$ cat config.mk
export PLATFORM = sky130hd
export DESIGN_NAME = issue_scoreboard
export DESIGN_NICKNAME = d
export VERILOG_FILES = /design/src/rtl/issue_scoreboard.sv
export SDC_FILE = /design/constraint.sdc
export NUM_CORES = 1
export LEC_CHECK = 0
export BUFFER_PORTS_ARGS = -buffer_cell sky130_fd_sc_hd__buf_2
export CORE_UTILIZATION = 50
export DETAILED_ROUTE_END_ITERATION = 6
export GPL_ROUTABILITY_DRIVEN = 0
export PLACE_DENSITY = 0.68
export SYNTH_ARGS = -nofsm -noshare
export SYNTH_HDL_FRONTEND = slang
export SYNTH_SLANG_ARGS = --single-unit
$ cat constraint.sdc
create_clock -name clk -period 7.9 [get_ports clk]
set_clock_uncertainty 0.05 [all_clocks]
set_input_delay 0.79 -clock clk [delete_from_list [all_inputs] [get_ports clk]]
set_output_delay 0.79 -clock clk [all_outputs]
set_load 0.02 [all_outputs]
$ cat src/rtl/issue_scoreboard.sv
// Issue scoreboard for an in-order pipeline.
// Tracks outstanding GPR writes with a 2-bit pending count per register,
// tracks the multi-cycle divider that owns HI/LO, and decides whether the
// instruction held in ID may issue this cycle.
module issue_scoreboard (
  input  logic       clk,
  input  logic       resetn,
  input  logic       id_valid,
  input  logic [4:0] id_rs,
  input  logic [4:0] id_rt,
  input  logic [1:0] id_read_type,
  input  logic       id_wen,
  input  logic [4:0] id_wnum,
  input  logic       id_div,
  input  logic       id_hilo_rd,
  input  logic       wb_wen,
  input  logic [4:0] wb_wnum,
  input  logic       flush,
  output logic       id_ready,
  output logic       id_issue,
  output logic       div_busy,
  output logic       div_done,
  output logic       sb_err
);

  localparam logic [1:0] ST_IDLE = 2'd0;
  localparam logic [1:0] ST_BUSY = 2'd1;
  localparam logic [1:0] ST_DONE = 2'd2;

  // Entry 0 exists only to keep indexing simple; it is held at zero.
  logic [1:0] pend [0:31];
  logic [1:0] state;
  logic [1:0] state_nxt;
  logic [4:0] div_cnt;
  logic [4:0] div_cnt_nxt;

  logic src_haz;
  logic dst_haz;
  logic hilo_haz;
  logic inc;
  logic dec;
  logic underflow;

  // r0 is hard-wired: it never creates a hazard regardless of stored state.
  function automatic logic [1:0] pend_of(input logic [4:0] r);
    logic [1:0] v;
    if (r == 5'd0) begin
      v = 2'd0;
    end else begin
      v = pend[r];
    end
    return v;
  endfunction

  // Hazard detection from registered counters and the current ID contents.
  always_comb begin
    src_haz  = 1'b0;
    dst_haz  = 1'b0;
    hilo_haz = 1'b0;
    if ((id_read_type[0] && (pend_of(id_rs) != 2'd0)) ||
        (id_read_type[1] && (pend_of(id_rt) != 2'd0))) begin
      src_haz = 1'b1;
    end else begin
      src_haz = 1'b0;
    end
    if (id_wen && (id_wnum != 5'd0) && (pend_of(id_wnum) == 2'd3)) begin
      dst_haz = 1'b1;
    end else begin
      dst_haz = 1'b0;
    end
    if ((id_div || id_hilo_rd) && (state != ST_IDLE)) begin
      hilo_haz = 1'b1;
    end else begin
      hilo_haz = 1'b0;
    end
  end

  assign id_ready = !src_haz && !dst_haz && !hilo_haz && !flush;
  assign id_issue = id_valid && id_ready;

  // Counter update requests and the retire-without-pending error condition.
  always_comb begin
    inc = id_issue && id_wen && (id_wnum != 5'd0);
    dec = wb_wen && (wb_wnum != 5'd0);
    if (dec && !flush && (pend_of(wb_wnum) == 2'd0) &&
        !(inc && (id_wnum == wb_wnum))) begin
      underflow = 1'b1;
    end else begin
      underflow = 1'b0;
    end
  end

  // Per-register pending counters; a same-cycle inc and dec cancel out.
  always_ff @(posedge clk or negedge resetn) begin
    if (!resetn) begin
      for (int i = 0; i < 32; i++) begin
        pend[i] <= 2'd0;
      end
    end else if (flush) begin
      for (int i = 0; i < 32; i++) begin
        pend[i] <= 2'd0;
      end
    end else begin
      pend[0] <= 2'd0;
      for (int i = 1; i < 32; i++) begin
        case ({inc && (id_wnum == 5'(i)), dec && (wb_wnum == 5'(i))})
          2'b10: begin
            if (pend[i] != 2'd3) begin
              pend[i] <= pend[i] + 2'd1;
            end else begin
              pend[i] <= pend[i];
            end
          end
          2'b01: begin
            if (pend[i] != 2'd0) begin
              pend[i] <= pend[i] - 2'd1;
            end else begin
              pend[i] <= 2'd0;
            end
          end
          default: pend[i] <= pend[i];
        endcase
      end
    end
  end

  // Divider sequencing: 32 BUSY cycles counted down from 31, then one DONE.
  always_comb begin
    state_nxt   = state;
    div_cnt_nxt = div_cnt;
    case (state)
      ST_IDLE: begin
        if (id_issue && id_div) begin
          state_nxt   = ST_BUSY;
          div_cnt_nxt = 5'd31;
        end else begin
          state_nxt   = ST_IDLE;
          div_cnt_nxt = div_cnt;
        end
      end
      ST_BUSY: begin
        if (div_cnt == 5'd0) begin
          state_nxt   = ST_DONE;
          div_cnt_nxt = 5'd0;
        end else begin
          state_nxt   = ST_BUSY;
          div_cnt_nxt = div_cnt - 5'd1;
        end
      end
      ST_DONE: begin
        state_nxt   = ST_IDLE;
        div_cnt_nxt = 5'd0;
      end
      default: begin
        state_nxt   = ST_IDLE;
        div_cnt_nxt = 5'd0;
      end
    endcase
    if (flush) begin
      state_nxt   = ST_IDLE;
      div_cnt_nxt = 5'd0;
    end else begin
      state_nxt   = state_nxt;
      div_cnt_nxt = div_cnt_nxt;
    end
  end

  // Divider state registers; flush is already folded into the next state.
  always_ff @(posedge clk or negedge resetn) begin
    if (!resetn) begin
      state   <= ST_IDLE;
      div_cnt <= 5'd0;
    end else begin
      state   <= state_nxt;
      div_cnt <= div_cnt_nxt;
    end
  end

  // Sticky error flag; only reset clears it, flush does not.
  always_ff @(posedge clk or negedge resetn) begin
    if (!resetn) begin
      sb_err <= 1'b0;
    end else if (underflow) begin
      sb_err <= 1'b1;
    end else begin
      sb_err <= sb_err;
    end
  end

  assign div_busy = (state == ST_BUSY) || (state == ST_DONE);
  assign div_done = (state == ST_DONE);

endmodule

==> load_flow_metrics.sql <==
INSERT INTO impl_metrics (metric_group, metric, value, unit) VALUES
('die', 'io-pin-count', '35', ''),
('grt', 'grt_max_degree', '71', ''),
('sta', 'final_worst_path_period_share', '54.41', '%'),
('cts', 'tritoncts.num_buffers', '9', ''),
('cts', 'htree_levels', '3', ''),
('synth', 'synth.top_cells.by_area', 'sky130_fd_sc_hd__dfrtp_1 (23%), sky130_fd_sc_hd__ha_1 (11%), sky130_fd_sc_hd__nor2_1 (6.7%)', ''),
('grt', 'grt_total_ovfl', '0', ''),
('grt', 'grt_antenna_before_repair', '0', ''),
('cts', 'cts_tree', 'yes', ''),
('cts', 'post_cts_buffers', '0', ''),
('cts', 'postCtsHoldBufs', '0', ''),
('grt', 'grt_pass1_vias', '6594', ''),
('sta', 'finalSetupTns', '0', 'ns'),
('sta', 'hold-worst-slack', '0.4410', 'ns'),
('synth', 'ys_warn_count', '0', ''),
('synth', 'synth_nets', '1015', ''),
('min_path', 'worstHoldStart', 'sb_err', ''),
('die', 'die_x', '125.2', 'microns'),
('worst_setup_path', 'crit_fanout', '57', ''),
('run_status', 'outcome', 'finished with violations', ''),
('synth', 'syn_area', '7591', 'sq um'),
('worst_setup_path', 'data_arrival_time_at_the_worst_slack_endpoint', '3.46', 'ns'),
('route', 'vias', '7014', ''),
('power', 'static-leakage-power', '0.003190', 'uW'),
('cts', 'clkSinkCount', '70', ''),
('route', 'routed_wirelength', '21.51', 'mm'),
('finish', 'postLayoutCoreUtil', '55.23', '%'),
('worst_setup_path', 'worst_r2r_startpoint', 'pend[54]', ''),
('die', 'coreArea', '14700', 'sq um'),
('sta', 'max_slew_margin_vs_limit', '30.33', '%'),
('synth', 'synth_async_sr_flop_share', '100.0', '%'),
('cts', 'ctsLongestPathBuffers', '2', ''),
('synth', 'synth-edff-count', '0', ''),
('synth', 'synth_top_flop_cell', 'sky130_fd_sc_hd__dfrtp_1', ''),
('synth', 'synth_top_area_cell', 'sky130_fd_sc_hd__dfrtp_1', ''),
('run_status', 'violated_checks', 'design-rule violations', ''),
('synth', 'synth_commonest_cells', 'sky130_fd_sc_hd__nor2_1 (135), sky130_fd_sc_hd__dfrtp_1 (70), sky130_fd_sc_hd__ha_1 (66), sky130_fd_sc_hd__nand2_1 (63), sky130_fd_sc_hd__nor3_1 (51)', ''),
('die', 'floorplan.initialDensity', '51.64', '%'),
('synth', 'ys_seq_elements', '70', ''),
('cts', 'cts.repair.resized', '0', ''),
('placed_design', 'count_of_input_and_output_buffers', '34', ''),
('sta', 'timing.final.hold_violations', '0', ''),
('worst_setup_path', 'critical_path_required', '7.06', 'ns'),
('die', 'die_area', '15680', 'sq um'),
('worst_setup_path', 'endpoint_kind', 'output port', ''),
('sta', 'slew_viol_final', '0', ''),
('finish', 'nets_final', '1016', ''),
('route', 'routed_via_density', '6.325', ''),
('sta', 'grt_setup_unrepaired', 'no', ''),
('synth', 'synth_cells', '919', ''),
('grt', 'grt_first_pass_wirelength', '35.25', 'mm'),
('route', 'post-route-drc-count', '4', ''),
('sta', 'timing.final.setup_violations', '0', ''),
('route', 'antenna_left', '0', ''),
('sta', 'worst_margin_slew', '1.040', 'ns'),
('worst_setup_path', 'cp-startpoint', 'flush', ''),
('worst_setup_path', 'timing.setup.critical_path_class', 'input port to output port', ''),
('finish', 'layout-drive-gt1-share', '12.86', '%'),
('synth', 'synth_cell_type_count', '81', ''),
('synth', 'synthMostInstantiatedCell', 'sky130_fd_sc_hd__nor2_1', ''),
('grt', 'grtUsageTotal', '28.53', '%'),
('power', 'power.density_cell_area', '120.9', 'nW/um^2'),
('route', 'firstDrtPassIters', '7', ''),
('synth', 'mean_instance_size_in_the_synthesized_netlist', '8.260', 'sq um'),
('cts', 'clock_latency', '0.35', 'ns'),
('cts', 'clk_root_buffer_cell', 'sky130_fd_sc_hd__clkbuf_16', ''),
('min_path', 'hold_path.class', 'flip-flop to flip-flop', ''),
('sta', 'min_period', '4.299', 'ns'),
('route', 'post_drt_wl_per_cell', '19.40', 'microns'),
('power', 'worst_ir_drop_vdd', '0.1175', 'mV'),
('worst_setup_path', 'start_kind', 'input port', ''),
('finish', 'diodes', '0', ''),
('die', 'rows', '44', ''),
('sta', 'max_clock_freq', '232.6', 'MHz'),
('die', 'chip_height', '125.2', 'microns'),
('cts', 'clkTransAtPathRegs', '0.06', 'ns'),
('finish', 'flow.area_growth_from_synthesis', '6.956', '%'),
('route', 'dr.first_iter.drc_count', '784', ''),
('finish', 'filler_cell_count', '1349', ''),
('placed_design', 'post-dp-hpwl', '16.03', 'mm'),
('job', 'max_cap_violations', '0', ''),
('synth', 'synth_top_area_share', '23.08', '%'),
('synth', 'share_of_synthesized_area_occupied_by_flip_flops_and_latches', '23.08', '%');
-- cells by family after synthesis --
family,count (synthesis),share of synthesized area (%)
xor gates and xnor gates,35,4.038
buffers and inverters,93,5.143
AOI/OAI and AO/OA,202,19.71
muxes,58,10.38
DFF,70,23.08
and+or+nand+nor,395,26.77
adders and majority gates,66,10.88
-- placed cells by master, fill, tap and decap left out, types with 8 or more instances in the layout --
master	instances
sky130_fd_sc_hd__inv_1	46
sky130_fd_sc_hd__nand2b_1	16
sky130_fd_sc_hd__buf_2	33
sky130_fd_sc_hd__mux2i_1	27
sky130_fd_sc_hd__dfrtp_1	70
sky130_fd_sc_hd__o21ai_0	25
sky130_fd_sc_hd__xnor2_1	35
sky130_fd_sc_hd__mux4_2	15
sky130_fd_sc_hd__or2_2	18
sky130_fd_sc_hd__a211oi_1	38
sky130_fd_sc_hd__nand4_1	10
sky130_fd_sc_hd__nor2b_1	13
sky130_fd_sc_hd__and3_1	10
sky130_fd_sc_hd__clkbuf_16	9
sky130_fd_sc_hd__ha_1	66
sky130_fd_sc_hd__a31oi_1	10
sky130_fd_sc_hd__a21oi_1	27
sky130_fd_sc_hd__nor3_1	51
sky130_fd_sc_hd__o211ai_1	9
sky130_fd_sc_hd__o221ai_1	9
sky130_fd_sc_hd__mux2_2	14
sky130_fd_sc_hd__nand3_1	20
sky130_fd_sc_hd__nand2_1	63
sky130_fd_sc_hd__or3_1	8
sky130_fd_sc_hd__nor2_1	135
sky130_fd_sc_hd__o21a_1	14
-- final timing paths --
path                            slack, ns  depth (start not counted)       end
worst max-delay path                 3.60                          9  id_ready
worst min-delay path                 0.44                          1    sb_err
worst max register to register       4.30                          9  pend[39]
worst min register to register       0.44                          1    sb_err
max in group asynchronous            6.63                          1  pend[34]
min in group asynchronous            0.52                          1  pend[55]
-- power breakdown --
part | switching (uW) | leakage, uW | internal [uW]
logic | 107 | 0.00207 | 46.5
registers | 5.85 | 0.000968 | 364
clock network | 173 | 0.000156 | 286
-- state kept, by name, indices dropped and copies added, names as in the netlist --
register  cells
state         2
pend         62
div_cnt       5
sb_err        1
-- layout make-up --
cell class / instances / area [sq um] / share of cell area [%]
well taps: 184 / 230.2 / 2.836
clock buffers: 11 / 242.7 / 2.990
inverters: 47 / 176.4 / 2.173
flip-flops and latches: 70 / 1752 / 21.57
repair buffers: 36 / 187.7 / 2.312
multi-input cells: 756 / 5449 / 67.11
clock inverters: 5 / 81.33 / 1.002
-- worst max-delay path: stages --
cell	delay, ns
sky130_fd_sc_hd__buf_2	0.07
sky130_fd_sc_hd__buf_4	0.52
sky130_fd_sc_hd__clkinv_1	0.72
sky130_fd_sc_hd__o21ai_0	0.28
sky130_fd_sc_hd__a41oi_1	0.08
sky130_fd_sc_hd__o211a_1	0.21
sky130_fd_sc_hd__o211ai_4	0.44
sky130_fd_sc_hd__nor2_1	0.10
sky130_fd_sc_hd__buf_2	0.20
-- per-layer routing --
layer,vias up,share of wire (%),global-route usage [%]
met5,-,0,0
met4,0,4.5,14.78
met3,66,6.7,5.006
met2,295,45,45.12
met1,3285,44,37.39
li1,3368,-,-
-- metrics by stage --
| step | cells | power [uW] | area (sq um) | worst slack [ns] |
|---|---|---|---|---|
| after detailed placement | 1093 | 525.9 | 7795 | 3.633 |
| after global routing | 1109 | 1017 | 8119 | 3.432 |
| final | 1109 | 981.2 | 8119 | 3.601 |
| after floorplan | 919 | 482.0 | 7591 | 4.338 |
| after global placement | 1093 | 525.2 | 7795 | 3.680 |
| after CTS | 1109 | 986.1 | 8119 | 3.626 |
No activity file was read; power rests on OpenSTA's default activity.
